--- src/rtl/healthcare_alarm_responder.sv ---
// Ward alarm responder: latches the most severe warning code, drives buzzer/nurse-call, escalates
// on ack timeout. Optional HEALTHCARE_ALARM_EVENT_COUNT_EN adds a saturating alarm-entry counter.
module healthcare_alarm_responder #(
    parameter int unsigned BEEP_PERIOD = 4,
    parameter int unsigned ACK_TIMEOUT = 16,
    parameter int unsigned CLEAR_HOLD  = 3
) (
    input  logic       clock,
    input  logic       resetn,
    input  logic [2:0] abnormalityWarning,
    input  logic       nurseAck,
    output logic [2:0] ledCode,
    output logic       buzzer,
    output logic       callNurse,
    output logic       escalate,
    output logic       alarmActive
`ifdef HEALTHCARE_ALARM_EVENT_COUNT_EN
    ,
    output logic [7:0] eventCount
`endif
);

    localparam int unsigned BeepW = $clog2(BEEP_PERIOD) + 1;
    localparam int unsigned ToW   = $clog2(ACK_TIMEOUT) + 1;
    localparam int unsigned ClrW  = $clog2(CLEAR_HOLD) + 1;

    typedef enum logic [1:0] {
        StIdle,
        StAlert,
        StEscalated,
        StAcked
    } alarmStateT;

    alarmStateT       stateQ, stateD;
    logic [2:0]       warnReg;
    logic [2:0]       ledCodeQ, ledCodeD;
    logic [ToW-1:0]   toCntQ, toCntD;
    logic [BeepW-1:0] beepCntQ, beepCntD;
    logic [ClrW-1:0]  clrCntQ, clrCntD;
    logic             buzzerQ, buzzerD;
    logic             callNurseQ, callNurseD;
    logic             escalateQ, escalateD;
    logic             alarmActiveQ, alarmActiveD;
    logic             enterAlert;
    logic             higherCode;

    assign higherCode = warnReg > ledCodeQ;

    always_comb begin
        stateD     = stateQ;
        ledCodeD   = ledCodeQ;
        toCntD     = toCntQ;
        beepCntD   = beepCntQ;
        clrCntD    = clrCntQ;
        buzzerD    = buzzerQ;
        enterAlert = 1'b0;

        unique case (stateQ)
            StIdle: begin
                buzzerD = 1'b0;
                if (warnReg != 3'd0) begin
                    stateD     = StAlert;
                    ledCodeD   = warnReg;
                    toCntD     = '0;
                    beepCntD   = '0;
                    buzzerD    = 1'b1;
                    enterAlert = 1'b1;
                end
            end
            StAlert: begin
                if (beepCntQ == BeepW'(BEEP_PERIOD - 1)) begin
                    beepCntD = '0;
                    buzzerD  = ~buzzerQ;
                end else begin
                    beepCntD = beepCntQ + 1'b1;
                end
                // A more severe code outranks both ack and timeout and restarts the ack window.
                if (higherCode) begin
                    ledCodeD = warnReg;
                    toCntD   = '0;
                end else if (nurseAck) begin
                    stateD  = StAcked;
                    clrCntD = '0;
                    buzzerD = 1'b0;
                end else if (toCntQ == ToW'(ACK_TIMEOUT - 1)) begin
                    stateD  = StEscalated;
                    buzzerD = 1'b1;
                end else begin
                    toCntD = toCntQ + 1'b1;
                end
            end
            StEscalated: begin
                buzzerD = 1'b1;
                if (higherCode) begin
                    ledCodeD = warnReg;
                end else if (nurseAck) begin
                    stateD  = StAcked;
                    clrCntD = '0;
                    buzzerD = 1'b0;
                end
            end
            StAcked: begin
                buzzerD = 1'b0;
                if (higherCode) begin
                    stateD     = StAlert;
                    ledCodeD   = warnReg;
                    toCntD     = '0;
                    beepCntD   = '0;
                    buzzerD    = 1'b1;
                    enterAlert = 1'b1;
                end else if (warnReg == 3'd0) begin
                    if (clrCntQ == ClrW'(CLEAR_HOLD - 1)) begin
                        stateD   = StIdle;
                        ledCodeD = 3'd0;
                        clrCntD  = '0;
                    end else begin
                        clrCntD = clrCntQ + 1'b1;
                    end
                end else begin
                    clrCntD = '0;
                end
            end
            default: begin
                stateD = StIdle;
            end
        endcase

        callNurseD   = (stateD == StAlert) || (stateD == StEscalated);
        escalateD    = stateD == StEscalated;
        alarmActiveD = stateD != StIdle;
    end

    always_ff @(posedge clock or negedge resetn) begin
        if (!resetn) begin
            stateQ       <= StIdle;
            warnReg      <= 3'd0;
            ledCodeQ     <= 3'd0;
            toCntQ       <= '0;
            beepCntQ     <= '0;
            clrCntQ      <= '0;
            buzzerQ      <= 1'b0;
            callNurseQ   <= 1'b0;
            escalateQ    <= 1'b0;
            alarmActiveQ <= 1'b0;
        end else begin
            stateQ       <= stateD;
            warnReg      <= abnormalityWarning;
            ledCodeQ     <= ledCodeD;
            toCntQ       <= toCntD;
            beepCntQ     <= beepCntD;
            clrCntQ      <= clrCntD;
            buzzerQ      <= buzzerD;
            callNurseQ   <= callNurseD;
            escalateQ    <= escalateD;
            alarmActiveQ <= alarmActiveD;
        end
    end

    assign ledCode     = ledCodeQ;
    assign buzzer      = buzzerQ;
    assign callNurse   = callNurseQ;
    assign escalate    = escalateQ;
    assign alarmActive = alarmActiveQ;

`ifdef HEALTHCARE_ALARM_EVENT_COUNT_EN
    logic [7:0] eventCountQ;

    always_ff @(posedge clock or negedge resetn) begin
        if (!resetn) begin
            eventCountQ <= 8'd0;
        end else if (enterAlert && (eventCountQ != 8'hFF)) begin
            eventCountQ <= eventCountQ + 8'd1;
        end
    end

    assign eventCount = eventCountQ;
`else
    logic unusedEnterAlert;
    assign unusedEnterAlert = enterAlert;
`endif

endmodule

--- config.mk ---
export PLATFORM = sky130hd
export DESIGN_NAME = healthcare_alarm_responder
export DESIGN_NICKNAME = d
export VERILOG_FILES = /design/src/rtl/healthcare_alarm_responder.sv
export SDC_FILE = /design/constraint.sdc
export NUM_CORES = 1
export LEC_CHECK = 0
export ABC_AREA = 1
export ABC_CLOCK_PERIOD_IN_PS = 3000
export CORE_UTILIZATION = 41
export CTS_CLUSTER_DIAMETER = 150
export DETAILED_ROUTE_END_ITERATION = 16
export GPL_TIMING_DRIVEN = 0
export SYNTH_ARGS = -nofsm -noshare
export SYNTH_HDL_FRONTEND = slang
export SYNTH_SLANG_ARGS = --single-unit
--- constraint.sdc ---
create_clock -name clock -period 3 [get_ports clock]
set_input_delay 0.9 -clock clock [delete_from_list [all_inputs] [get_ports clock]]
set_output_delay 0.9 -clock clock [all_outputs]
set_load 0.005 [all_outputs]
== After elaboration in Yosys (flattened, before gate mapping) ==
Cells that the tools add are included.
Storage, ports and cells
  flip-flop bits (word level): 23
Cells by class
  add/subtract/negate cells: 3
  order comparisons: 1
  equality and inequality tests: 18
  muxes and demuxes: 41
  bitwise gates (word level): 1
  reduce and logical (&&, ||, !) cells: 12
Operator list (number)
  $mux 3: 13
  $mux 5: 5
  $mux 2: 9
  $pmux 3 s3: 2
  $pmux 5 s3: 1
  $ne 3x3->1 const B: 4
  $mux 1: 8
  $ne 2x2->1 const B: 4
  $pmux 2 s4: 1
  $reduce_and 4->1: 2
  $add 3x1->3 const B: 2
  $eq 2x2->1 const B: 3
  $eq 3x2->1 const B: 2
  $pmux 3 s2: 1
  $reduce_bool 3->1: 2
  $add 5x1->5 const B: 1
  $eq 5x4->1 const B: 1
  $reduce_and 5->1: 1
  $eq 2x1->1 const B: 2
  $ne 2x1->1 const B: 2
  $pmux 1 s4: 1
  $reduce_bool 2->1: 2
  $gt 3x3->1: 1
  $logic_not 3->1: 1
  other kinds (5): 5

== Logic depth before layout (Yosys ltp) ==
  word-level depth: 7
  depth in mapped cells: 15
  depth with buffers taken out: 14

== Worst setup path before layout ==
OpenSTA, ideal clock, no wires.
  path kind: register -> register
  from: reg ledCodeQ[2], in the netlist ledCode[2]
  to: reg callNurseQ, in the netlist callNurse
  setup time: 113 ps
  arrival time: 1794 ps
  setup slack: 1093 ps
  cell stages (with the launch flop): 14
  path buffers: 1
  period minus slack after synthesis: 1907 ps
  cells stage by stage: dfrtp_1 -> inv_1 -> ha_1 -> a21oi_1 -> nand2_1 -> nand2_4 -> buf_6 -> nand2_1 -> nand2_1 -> nand2_1 -> nor2_1 -> nor2_2 -> ha_1 -> inv_1
On the way
  word-level cells in the longest chain between the ends: 5
  elaborated cells on any way between the ends: 8
  classes of those cells: order compare: 1; eq/ne: 2; mux: 4; reduce/logical: 1
RTL lines
  from (decl): RTL line 36  | logic [2:0] ledCodeQ, ledCodeD;
  from (signal assigned): RTL line 148  | ledCodeQ <= ledCodeD;
  $gt 3x3->1 *: RTL line 47  | assign higherCode = warnReg > ledCodeQ;
  $mux 2 (on tied branches): RTL line 104, 78, 94
  $pmux 2 s4 *: RTL line 58  | unique case (stateQ)
  $eq 2x1->1 / $eq 2x2->1 (equally long branches): RTL line 128  | callNurseD = (stateD == StAlert) || (stateD == StEscalated);
  $logic_or 1x1->1 *: RTL line 128
  net callNurseD: RTL line 41  | logic callNurseQ, callNurseD;
  to (signal assigned): RTL line 153  | callNurseQ <= callNurseD;
  to (decl): RTL line 41
The timed path passes the listed nets; every way through them passes the cells marked *.
A chain may end at the register's enable or synchronous reset.

== Worst setup path after layout ==
  from: reg ledCodeQ[0], in the netlist ledCode[0]
  to: out ledCode[0]
RTL lines
  to (decl): RTL line 12  | output logic [2:0] ledCode,
No word-level cell between the ends.

==> flow_summary.json <==
{
  "status": "completed",
  "tightest_slew_ns": 1.01,
  "power-per-cell-area_nw_per_um2": 953,
  "min_period_ns": 2.11,
  "leakage_nw": 0.792,
  "syn_area_per_cell_um2": 8.10,
  "die_w_um": 59.6,
  "synth_nets": 186,
  "nets": 203,
  "path_buf_inv": 1,
  "fin_crit_sh_pct": 70.4,
  "final_area_um2": 1560,
  "swShare_pct": 45.4,
  "fmax_mhz": 474,
  "required_ns": 2.10,
  "viasPerCell": 4.66,
  "seq_power_share_pct": 30.7,
  "pin_count": 13,
  "wirelength_mm": 2.38,
  "cts_buffer_depth": 2,
  "rsz0062_at_grt": "false",
  "htreeDepth": 1,
  "cts_tree": "done",
  "worstPathCellList": "clkdlybuf4s50_1",
  "synthTopCellsByCount": "nand2_1, inv_1, dfrtp_1",
  "post-cts-setup-buffers": 0,
  "irDropWorstVdd_v": 0.000449,
  "clkTransAtPathRegs_ns": 0.13,
  "async_flop_share_pct": 100,
  "synthesis.area_um2": 1360,
  "clk_latency_ns": 0.31,
  "die_h_um": 59.6,
  "tns_ns": 0,
  "root_buffer": "clkbuf_4",
  "synth-edff-count": 0,
  "synth_top_area_share_pct": 42.3,
  "post-route-util_pct": 50.4,
  "synth_flop_cell": "dfrtp_1",
  "start_util_pct": 43.8,
  "gp_congestion": 0.846,
  "ys_warn_count": 0,
  "ys_types": 23,
  "postCtsHoldBufs": 0,
  "intPower_mw": 0.813,
  "hp-class": "flop to flop",
  "grt.total_usage_pct": 15.8,
  "postSynthCellCount": 168,
  "relSlewSlack_pct": 32.3,
  "numCtsBuffers": 3,
  "cp-end-kind": "primary output",
  "pwr-share-comb_pct": 59.9,
  "crit_type": "flop to primary output",
  "drv_slew": 0,
  "io_buffer_count": 12,
  "layout-drive-gt1-share_pct": 9.24,
  "first_global_vias": 1012,
  "hp-start": "toCntQ[3]$_DFFE_PN0P_",
  "ctsResizeCount": 0,
  "grt_first_pass_wirelength_mm": 4.24,
  "via_count": 1063,
  "gr-total-overflow": 0,
  "synth.most_common_cell": "nand2_1",
  "max-cap-violations": 0,
  "wire_per_inst_um": 10.4,
  "slowest_stage": "clkdlybuf4s50_1",
  "startpoint_type": "flop",
  "slowest_delay_ns": 0.51,
  "drtPass1Iterations": 4,
  "antenna_found_initial": 0,
  "postRouteAntennaNets": 0,
  "core.rowCount": 20,
  "drc": 0,
  "grt_max_degree": 24,
  "switching_power_mw": 0.677,
  "area_growth_pct": 14.9,
  "yosys-top-cells-area": "dfrtp_1, ha_1, nand2_1",
  "worstPathArrival_ns": 1.21,
  "skew_ns": 0.00895,
  "dpl_cell_area_um2": 1540,
  "crit_family": "buffers and inverters",
  "cts_num_sinks": 23,
  "antenna_cells": 0,
  "coreArea_um2": 3100,
  "crit_start": "ledCode[0]$_DFFE_PN0P_",
  "dp_cells": 224,
  "r2r_start": "ledCode[2]$_DFFE_PN0P_",
  "finalNonFillerCells": 228,
  "drt-initial-drc-count": 54,
  "clkPwrFrac_pct": 9.4,
  "hold_viol": 0,
  "rrSetupSlack_ns": 0.90,
  "crit_path_max_fanout": 3,
  "synth-seq-cells": 23,
  "dp_hpwl_mm": 1.88,
  "setup_viol": 0,
  "die_area_um2": 3550,
  "ys_seq_area_share_pct": 42.3,
  "yosysTopAreaCell": "dfrtp_1"
}
-- worst paths after layout --
path / to / depth (start not counted)
max in group asynchronous: toCntQ[0]$_DFFE_PN0P_ / 1
hold reg to reg: toCntQ[3]$_DFFE_PN0P_ / 2
setup / recovery: ledCode[0] / 1
setup reg to reg: callNurse$_DFF_PN0_ / 13
hold / removal: toCntQ[3]$_DFFE_PN0P_ / 2
min in group asynchronous: ledCode[2]$_DFFE_PN0P_ / 1
-- state kept, by name (all words and copies together) (netlist names) --
| signal | flops |
|---|---|
| alarmActive | 1 |
| beepCntQ | 3 |
| buzzer | 1 |
| callNurse | 1 |
| clrCntQ | 3 |
| escalate | 1 |
| ledCode | 3 |
| stateQ | 2 |
| toCntQ | 5 |
| warnReg | 3 |
-- layout make-up --
cell class,instances,area [um^2]
Clock inverter,1,5.00
Multi-Input combinational cell,116,667
Sequential cell,23,576
Tap cell,44,55.1
Fill cell,318,1540
Inverter,27,101
Buffer,2,16.3
Clock buffer,3,22.5
Timing Repair Buffer,12,120
-- cells by family (layout without fill, tap and decap cells) --
family,after synthesis,count (layout),share of synthesized area [%]
flip-flops,23,23,42.3
AO/OA/AOI/OAI,20,20,9.94
adder cells (fa/ha/maj),12,12,11.0
XOR/XNOR,3,3,1.93
AND/OR/NAND/NOR,81,81,26.1
buffers and inverters,29,45,8.65
-- through the flow --
stage,power (mW),hold slack (ns),setup WS (ns)
after CTS,1.52,0.516,0.865
after global placement,1.34,0.473,0.603
after floorplan,1.12,0.453,1.09
after global routing,1.67,0.541,0.705
final,1.49,0.515,0.889
after detailed placement,1.37,0.483,0.594
-- routing by layer --
| metal | GRT usage (%) | vias up | wire (um) |
|---|---|---|---|
| met5 | 0 | - | 0 |
| met4 | 3.99 | 0 | 24 |
| met3 | 4.37 | 4 | 81 |
| met2 | 26.6 | 13 | 1080 |
| met1 | 20.1 | 478 | 1190 |
| li1 | - | 568 | - |
-- placed cells by master (no fill, tap or decap) --
master	n
dfrtp_1	23
or2_2	2
o21ai_2	2
nand2_2	2
and3_1	1
nor2_1	13
ha_1	12
nand2_4	1
clkbuf_4	3
a21oi_1	3
nor3_1	2
buf_2	1
inv_1	27
o21ai_0	11
a21oi_4	1
o21ai_4	1
nor2_2	1
nand3_1	17
clkinv_2	1
nand2_1	40
nand4_1	2
a21oi_2	1
xor2_1	3
buf_6	1
o22ai_1	1
clkdlybuf4s50_1	12
-- power by group through the flow --
stage / clock network [mW] / registers (mW) / logic [mW]
after floorplan: 0 / 0.461 / 0.656
after global placement: 0 / 0.462 / 0.878
after detailed placement: 0 / 0.465 / 0.900
after CTS: 0.152 / 0.459 / 0.905
after global routing: 0.168 / 0.471 / 1.03
final: 0.140 / 0.457 / 0.892
Note: power is estimated with default switching activity, not from simulation.
